## config.mk

```make
export PLATFORM = sky130hd
export DESIGN_NAME = pool_frame_collector
export DESIGN_NICKNAME = d
export VERILOG_FILES = /design/src/rtl/pool_frame_collector.sv
export SDC_FILE = /design/constraint.sdc
export NUM_CORES = 1
export LEC_CHECK = 0
export ABC_CLOCK_PERIOD_IN_PS = 4000
export CAP_MARGIN = 20
export CORE_MARGIN = 2
export CORE_UTILIZATION = 40
export CTS_BUF_LIST = sky130_fd_sc_hd__clkbuf_16
export DETAILED_ROUTE_END_ITERATION = 10
export PLACE_DENSITY = 0.73
export SYNTH_ARGS = -nofsm -noshare
export SYNTH_HDL_FRONTEND = slang
export SYNTH_SLANG_ARGS = --single-unit
```

## constraint.sdc

```tcl
create_clock -name clk -period 4 [get_ports clk]
set_clock_uncertainty 0.2 [all_clocks]
set_input_delay 0.8 -clock clk [delete_from_list [all_inputs] [get_ports clk]]
set_output_delay 0.8 -clock clk [all_outputs]
set_load 0.1 [all_outputs]
```

## src/rtl/pool_frame_collector.sv

```systemverilog
// Collects one pooled frame (FrameSize signed values, raster order) and presents
// it as a single packed word with a valid/ready handshake toward the dense layer.
module pool_frame_collector #(
    parameter int BitSize    = 4,
    parameter int ImageWidth = 6,
    parameter int N          = 2,
    localparam int OutWidth  = ImageWidth / N,
    localparam int FrameSize = OutWidth * OutWidth
) (
    input  logic                          clk,
    input  logic                          res_n,
    input  logic                          in_valid,
    input  logic signed [BitSize-1:0]     in_data,
    output logic                          in_ready,
    output logic                          out_valid,
    output logic [FrameSize*BitSize-1:0]  out_data,
    input  logic                          out_ready,
    output logic                          overflow
);

    localparam int CntW = $clog2(FrameSize + 1);
    localparam logic [CntW-1:0] LastIdx = CntW'(FrameSize - 1);

    typedef enum logic {COLLECT, PRESENT} state_t;

    state_t                            state_q, state_d;
    logic [CntW-1:0]                   cnt_q;
    logic [FrameSize-1:0][BitSize-1:0] frame_q;
    logic                              in_xfer, out_xfer;

    always_comb begin
        state_d   = state_q;
        in_ready  = 1'b0;
        out_valid = 1'b0;
        case (state_q)
            COLLECT: begin
                in_ready = 1'b1;
                if (in_valid && cnt_q == LastIdx) state_d = PRESENT;
            end
            PRESENT: begin
                out_valid = 1'b1;
                if (out_ready) state_d = COLLECT;
            end
            default: state_d = COLLECT;
        endcase
    end

    assign in_xfer  = in_valid & in_ready;
    assign out_xfer = out_valid & out_ready;
    assign out_data = frame_q;

    always_ff @(posedge clk) begin
        if (!res_n) begin
            state_q  <= COLLECT;
            cnt_q    <= '0;
            overflow <= 1'b0;
        end else begin
            state_q <= state_d;
            if (in_xfer) cnt_q <= (cnt_q == LastIdx) ? '0 : cnt_q + 1'b1;
            else if (out_xfer) cnt_q <= '0;
            // Anything offered while presenting is lost; remember it until reset.
            if (in_valid && !in_ready) overflow <= 1'b1;
        end
    end

    always_ff @(posedge clk) begin
        if (!res_n) begin
            frame_q <= '0;
        end else begin
            for (int i = 0; i < FrameSize; i++)
                if (in_xfer && cnt_q == CntW'(i)) frame_q[i] <= in_data;
        end
    end

endmodule

```

==> impl_metrics.yaml, run 1 <==
placed_design:
  dp.cells: 257
  hpwlAfterDp_mm: 2.50
  port_buffers: 46
  place_congestion: 0.789
  dpl_worst_slack_ns: 1.11
clock_network:
  cts-resized-gates: 0
  post-cts-setup-buffer-count: 0
  clkTransAtPathRegs_ns: 0.06
  cts.htree.levels: 2
  cts_buffers: 5
  clock-sinks: 42
  cts_tree: "done"
  ctsRootBufferMaster: "clkbuf_16"
  clock_path_buffers: 2
  clk_latency_ns: 0.27
  hold_buffers: 0
yosys:
  synth.area.top_cells: "dfxtp_1, mux2i_1, nand2_1"
  synth_largest_area_cell: "dfxtp_1"
  synth_nets: 182
  synth_cell_types: 24
  yosysSeqAreaShare_pct: 50.0
  syn_inst: 170
  synth_area_um2: 1680
  synth_top_area_share_pct: 50.0
  yosysWarnings: 0
  synth-seq-cells: 42
  syn_area_per_cell_um2: 9.90
sta:
  setup_tns_ns: 0
  setup_viol: 0
  holdWs_ns: 0.258
  finalMaxSlewViolations: 0
  rsz0062_at_grt: "no"
  relSlewSlack_pct: 34.2
  fin_ws_ns: 1.07
  tightest_slew_ns: 0.984
  hold_violations: 0
  fin_crit_ns: 2.93
  period_share_pct: 73.3
  fmax_mhz: 341
layout:
  fill_cells: 354
  layout-drive-gt1-share_pct: 4.67
  fin_cells: 264
  syn_to_final_growth_pct: 36.3
  fin_nets: 226
  insertedDiodeCount: 0
  final_util_pct: 56.9
setup_path:
  cp_num_buf_inv: 1
  path_cells: "clkdlybuf4s50_1"
  cp_max_fo: 7
  critPathSlowestCell: "clkdlybuf4s50_1"
  slowest_delay_ns: 1.19
  cp-start-kind: "flop"
  crit_type: "reg2out"
  end_kind: "primary output"
  cp_top_family: "buffers and inverters"
  critPathRequiredTime_ns: 3.00
  arrival_ns: 1.93
grt:
  grt_usage_pct: 16.8
  grt_pass1_vias: 1227
  antenna_found_initial: 0
  overflow: 0
  grt_pass1_wl_mm: 5.84
  grt_max_degree: 20
routing:
  wl_per_cell_um: 13.6
  drtIter0Drc: 63
  postRouteAntennaNets: 0
  drc: 0
  drt_wl_total_mm: 3.60
  routed_via_density: 4.78
  route.vias.total: 1262
  drtPass1Iterations: 4
run:
  drv_cap: 0
power_and_ir_drop:
  leakage_nw: 0.915
  power.density_nw_per_um2: 395
  peakVddDrop_v: 0.000216
floorplanning:
  fp.dieH_um: 68.9
  coreArea_um2: 4030
  ios: 47
  die_area_um2: 4740
  start_util_pct: 41.8
  chipWidth_um: 68.9
  std_cell_rows: 23
min_path:
  hp-class: "reg2reg"
run_status:
  outcome: "completed"
==> sequential cells by signal (all words and copies together), names as in the netlist <==
signal and count:
out_data 36, cnt_q 4, state_q 1, overflow 1
==> layer usage <==
metal | vias to the layer above | global-route usage [%] | wire length [µm]
li1 | 654 | - | -
met1 | 563 | 21.8 | 1770
met2 | 38 | 26.8 | 1570
met3 | 7 | 4.38 | 210
met4 | 0 | 6.62 | 42
met5 | - | 0 | 0
==> cell usage in the layout (no fill, tap or decap), types with 2 or more instances in the layout <==
cell type,n
inv_1,3
clkinv_2,2
mux2i_1,37
dfxtp_1,42
a21oi_1,3
nand2_1,42
buf_4,2
ha_1,4
clkbuf_16,5
nor2_1,2
nand3_1,7
nor2b_1,4
clkdlybuf4s50_1,46
and3_1,5
==> logic make-up (layout without fill, tap and decap cells) <==
family / Yosys count / in the layout / synth area share (%)
and+or+nand+nor: 65 / 65 / 17.7
DFF: 42 / 42 / 50.0
muxes: 37 / 37 / 22.0
buffers and inverters: 14 / 58 / 4.39
AOI/OAI and AO/OA: 8 / 8 / 2.97
adders and majority gates: 4 / 4 / 2.97
==> cell usage after synthesis <==
master	instances
a211oi_1	1
a21oi_1	3
a22oi_1	1
and2_1	1
and3_1	5
and4b_1	1
buf_2	1
buf_6	2
clkbuf_1	4
clkbuf_2	4
dfxtp_1	42
ha_1	4
inv_1	3
mux2i_1	37
nand2_1	42
nand3_1	7
nand3b_1	1
nand4b_1	1
nor2_1	2
nor2b_1	4
nor2b_2	1
o211ai_1	1
o21a_1	1
o21ai_0	1
==> final cells by class <==
| cell class | count | area (µm²) | share of cell area, % |
|---|---|---|---|
| inverters | 3 | 11.3 | 0.491 |
| repair buffers | 48 | 475 | 20.7 |
| multi-input cells | 114 | 768 | 33.5 |
| clock inverters | 2 | 10.0 | 0.436 |
| clock buffers | 5 | 125 | 5.46 |
| flip-flops and latches | 42 | 841 | 36.7 |
| well taps | 50 | 62.6 | 2.73 |
==> per-stage QoR <==
stage | instance area (µm²) | power (mW)
after floorplan | 1680 | 0.518
after global placement | 2160 | 0.546
after detailed placement | 2160 | 0.547
after CTS | 2290 | 0.917
after global routing | 2290 | 0.940
final | 2290 | 0.906
==> worst paths after layout <==
check                                  start  slack [ns]  cells after the start      endpoint
worst max register to register       state_q        2.29                      3  out_data[35]
worst max-delay path                 state_q        1.07                      1     out_valid
worst min-delay path            out_data[28]        0.26                      2  out_data[28]
worst min register to register  out_data[28]        0.26                      2  out_data[28]
==> report_power, final <==
group	switching, mW	internal, mW
logic	0.0766	0.0294
clock network	0.143	0.225
registers	0.00541	0.427
Power figures use the tool's default switching activity.
==> run 2, diff against run 1 <==
ABC_CLOCK_PERIOD_IN_PS = 2700   (was 4000)
clock period = 2.7 ns   (was 4 ns; I/O delays follow)
==> run 2 against run 1 <==
Clock power increased by 54%. Critical endpoint is now out_data[34]. Die area is the same. Via count grew 1.2%. Global-route usage fell by 0.46 points. Power grew 50%. Cell count rose by 0.76%. Combinational power rose by 45%. Sequential share of layout area increased by 1.4 points.
==> impl_metrics.yaml, run 2 (synthesis results as in run 1) <==
setup_path:
  arrival_ns: 2.09
  end_kind: "flop"
  r2r_setup_slack_ns: 1.03
  crit_type: "in2reg"
  critPathRequiredTime_ns: 2.71
  cp-start-kind: "input pin"
  cp_max_fo: 14
floorplanning:
  std_cell_rows: 23
  fp.dieH_um: 68.9
  chipWidth_um: 68.9
  start_util_pct: 41.8
  die_area_um2: 4740
  coreArea_um2: 4030
  ios: 47
layout:
  insertedDiodeCount: 0
  fin_nets: 227
  largest_register_ffs: 36
  final_area_um2: 2210
  final_cell_mix: "nand2_1, dfxtp_1, buf_4"
  layout-drive-gt1-share_pct: 23.1
  fill_cells: 381
  multi_input_area_um2: 768
  seqCellArea_um2: 841
  syn_to_final_growth_pct: 31.3
  final_util_pct: 54.8
clock_network:
  clock-sinks: 42
  clkTransAtPathRegs_ns: 0.06
  cts_buffers: 5
  cts_tree: "done"
  cts-resized-gates: 0
  ctsRootBufferMaster: "clkbuf_16"
  clk_latency_ns: 0.28
  cts.htree.levels: 2
  hold_buffers: 0
  clock_path_buffers: 2
  post-cts-setup-buffer-count: 0
power_and_ir_drop:
  pwr-share-seq_pct: 47.1
  p_int_mw: 1.01
  sw_frac_of_total_pct: 25.7
  power.density_nw_per_um2: 615
  total_power_mw: 1.36
  p_switching_uw: 350
  peakVddDrop_v: 0.000298
  clockPowerShare_pct: 41.6
  power_frac_comb_pct: 11.3
  leakage_nw: 0.994
min_path:
  hp-class: "reg2reg"
sta:
  setup_viol: 0
  tightest_slew_ns: 0.520
  relSlewSlack_pct: 65.2
  fmax_mhz: 479
  holdWs_ns: 0.260
  hold_violations: 0
  period_share_pct: 77.3
  finalMaxSlewViolations: 0
  fin_crit_ns: 2.09
  rsz0062_at_grt: "no"
  setup_tns_ns: 0
placed_design:
  place_area_um2: 2070
  hpwlAfterDp_mm: 2.45
  place_congestion: 0.825
  port_buffers: 46
grt:
  grt_pass1_wl_mm: 5.57
  grt_pass1_vias: 1176
  overflow: 0
  grt_usage_pct: 16.4
  grt_max_degree: 17
  antenna_found_initial: 0
routing:
  drt_wl_total_mm: 3.50
  routed_via_density: 4.80
  drtPass1Iterations: 4
  wl_per_cell_um: 13.1
  drc: 0
  drtIter0Drc: 65
  postRouteAntennaNets: 0
  route.vias.total: 1277
run:
  drv_cap: 0
run_status:
  outcome: "completed"
-- run 2: cell count changes in the layout (fill, tap and decap cells not counted) --
cell,change
clkdlybuf4s50_1,-39
buf_4,+40
clkinvlp_4,+1
clkinv_2,-1
clkinv_1,+1
-- run 2: routing by layer --
layer	vias up	wire length, µm	global-route usage (%)	part of all wire [%]
li1	656	-	-	-
met1	576	1650	21.0	47
met2	40	1540	24.8	44
met3	5	258	6.66	7.4
met4	0	47	5.88	1.3
met5	-	0	0	0
-- run 2: layout make-up --
cell class | instances | share of cell area [%]
Inverter | 3 | 0.510
Tap cell | 50 | 2.83
Timing Repair Buffer | 49 | 17.4
Sequential cell | 42 | 38.1
Clock inverter | 3 | 0.736
Multi-Input combinational cell | 114 | 34.8
Clock buffer | 5 | 5.66
-- run 2: path summary, 6_finish.rpt --
check               start      endpoint  cells past startpoint
min          out_data[25]  out_data[25]                      2
max reg2reg       state_q  out_data[34]                      3
min reg2reg  out_data[25]  out_data[25]                      2
max              in_valid  out_data[34]                      4
-- run 2: power groups by stage --
stage                     Clock [mW]  Sequential [mW]  Combinational (mW)
final                          0.565            0.640               0.154
after global routing           0.617            0.641               0.163
after CTS                      0.586            0.640               0.154
after detailed placement           0            0.654               0.154
after global placement             0            0.654               0.154
after floorplan                    0            0.719              0.0477
-- run 2: per-stage QoR --
stage | instances | setup WS, ns
floorplan | 170 | 0.204
global placement | 258 | 0.319
detailed placement | 258 | 0.334
CTS | 266 | 0.626
global route | 266 | 0.472
finish | 266 | 0.614
-- run 2: critical path, cell delays in order --
cell	delay, ns
clkdlybuf4s50_1	0.51
nor2b_2	0.42
and4b_1	0.41
mux2i_1	0.20
==> run 3, diff against run 2 <==
ABC_CLOCK_PERIOD_IN_PS = 2000   (was 2700)
clock period = 2 ns   (was 2.7 ns; I/O delays follow)
==> run 3 against run 2 <==
Final area is 23% higher. Critical path type unchanged. Non-clock buffer count is 2 higher. Sequential share of layout area is 7.1 points lower. Highest routed layer unchanged. Combinational power is 58% higher. Core utilization is 13 points higher. Via count is 1.0% higher. Global-route usage is 1.0 points higher.
==> impl_metrics.yaml, run 3 (synthesis results as in run 1) <==
routing:
  drtPass1Iterations: 4
  drt_wl_total_mm: 3.64
  routed_via_density: 4.83
  route.vias.total: 1290
  postRouteAntennaNets: 0
  wl_per_cell_um: 13.6
  drc: 0
  drtIter0Drc: 64
clock_network:
  clock_path_buffers: 2
  cts-resized-gates: 0
  post-cts-setup-buffer-count: 0
  cts_tree: "done"
  clk_latency_ns: 0.28
  cts.htree.levels: 2
  clkTransAtPathRegs_ns: 0.05
  ctsRootBufferMaster: "clkbuf_16"
  cts_buffers: 5
  clock-sinks: 42
  hold_buffers: 0
sta:
  fin_ws_ns: 0.285
  fin_crit_ns: 1.71
  fmax_mhz: 583
  setup_viol: 0
  rsz0062_at_grt: "no"
  hold_violations: 0
  setup_tns_ns: 0
  finalMaxSlewViolations: 0
  tightest_slew_ns: 0.390
  relSlewSlack_pct: 73.9
  period_share_pct: 85.7
grt:
  overflow: 0
  grt_pass1_wl_mm: 5.98
  antenna_found_initial: 0
  grt_max_degree: 49
  grt_usage_pct: 17.4
  grt_pass1_vias: 1331
setup_path:
  critPathRequiredTime_ns: 2.00
  cp-start-kind: "input pin"
  path_cells: "clkdlybuf4s50_1 > nor2b_2 > buf_4 > and3_1 > mux2i_1"
  end_kind: "flop"
  cp_max_fo: 4
  critPathSlowestCell: "clkdlybuf4s50_1"
  crit_type: "in2reg"
  slowest_delay_ns: 0.47
  arrival_ns: 1.71
layout:
  final_common_cell: "nand2_1"
  fin_nets: 229
  layout-drive-gt1-share_pct: 23.5
  largest_register_ffs: 36
  final_area_um2: 2720
  insertedDiodeCount: 0
  syn_to_final_growth_pct: 61.5
  final_cell_mix: "nand2_1, dfxtp_1, buf_12"
placed_design:
  dpl_worst_slack_ns: 0.0176
  port_buffers: 46
  hpwlAfterDp_mm: 2.50
  place_congestion: 0.901
  place_area_um2: 2580
power_and_ir_drop:
  total_power_mw: 1.85
  power.density_nw_per_um2: 681
  peakVddDrop_v: 0.000448
  leakage_nw: 1.13
min_path:
  hp-class: "reg2reg"
floorplanning:
  fp.dieH_um: 68.9
  die_area_um2: 4740
  coreArea_um2: 4030
  std_cell_rows: 23
  chipWidth_um: 68.9
  ios: 47
  start_util_pct: 41.8
run:
  drv_cap: 0
run_status:
  outcome: "completed"
==> run 3: area by class of cell <==
| class | instances | area, µm² |
|---|---|---|
| Fill cell | 310 | 1310 |
| Timing Repair Buffer | 51 | 901 |
| Sequential cell | 42 | 842 |
| Multi-Input combinational cell | 114 | 768 |
| Clock buffer | 5 | 125 |
| Tap cell | 50 | 62.6 |
| Inverter | 3 | 11.3 |
| Clock inverter | 2 | 7.51 |
==> run 3: power breakdown <==
| group | total [mW] | switching, mW | internal, mW | leakage (nW) |
|---|---|---|---|---|
| registers | 0.871 | 0.0177 | 0.853 | 0.340 |
| clock network | 0.735 | 0.290 | 0.445 | 0.0723 |
| logic | 0.244 | 0.154 | 0.0903 | 0.714 |
| total | 1.85 | 0.462 | 1.39 | 1.13 |
==> run 3: per-stage QoR <==
step / hold WS, ns / std cells / util [%]
after floorplan: 0.290 / 170 / -
after global placement: 0.284 / 260 / 64.2
after detailed placement: 0.283 / 260 / 64.2
after CTS: 0.299 / 267 / 67.5
after global routing: 0.313 / 267 / 67.5
final: 0.294 / 267 / 67.5
==> run 3: worst paths after layout <==
| kind | start | to | slack [ns] | depth (start not counted) |
|---|---|---|---|---|
| max | in_valid | out_data[31] | 0.29 | 5 |
| min | out_data[3] | out_data[3] | 0.29 | 2 |
| max reg2reg | cnt_q[0] | state_q | 0.39 | 5 |
| min reg2reg | out_data[3] | out_data[3] | 0.29 | 2 |
==> run 3: worst max-delay path, delay by kind of cell <==
kind	cells	cell delay [ns]
simple gates	2	0.46
buf+inv	2	0.61
mux	1	0.24
==> run 3: layer usage <==
metal	part of all wire (%)	vias up	track usage (%)
li1	-	664	-
met1	46	583	20.9
met2	48	37	29.4
met3	5.2	6	3.90
met4	1.7	0	8.09
met5	0	-	0
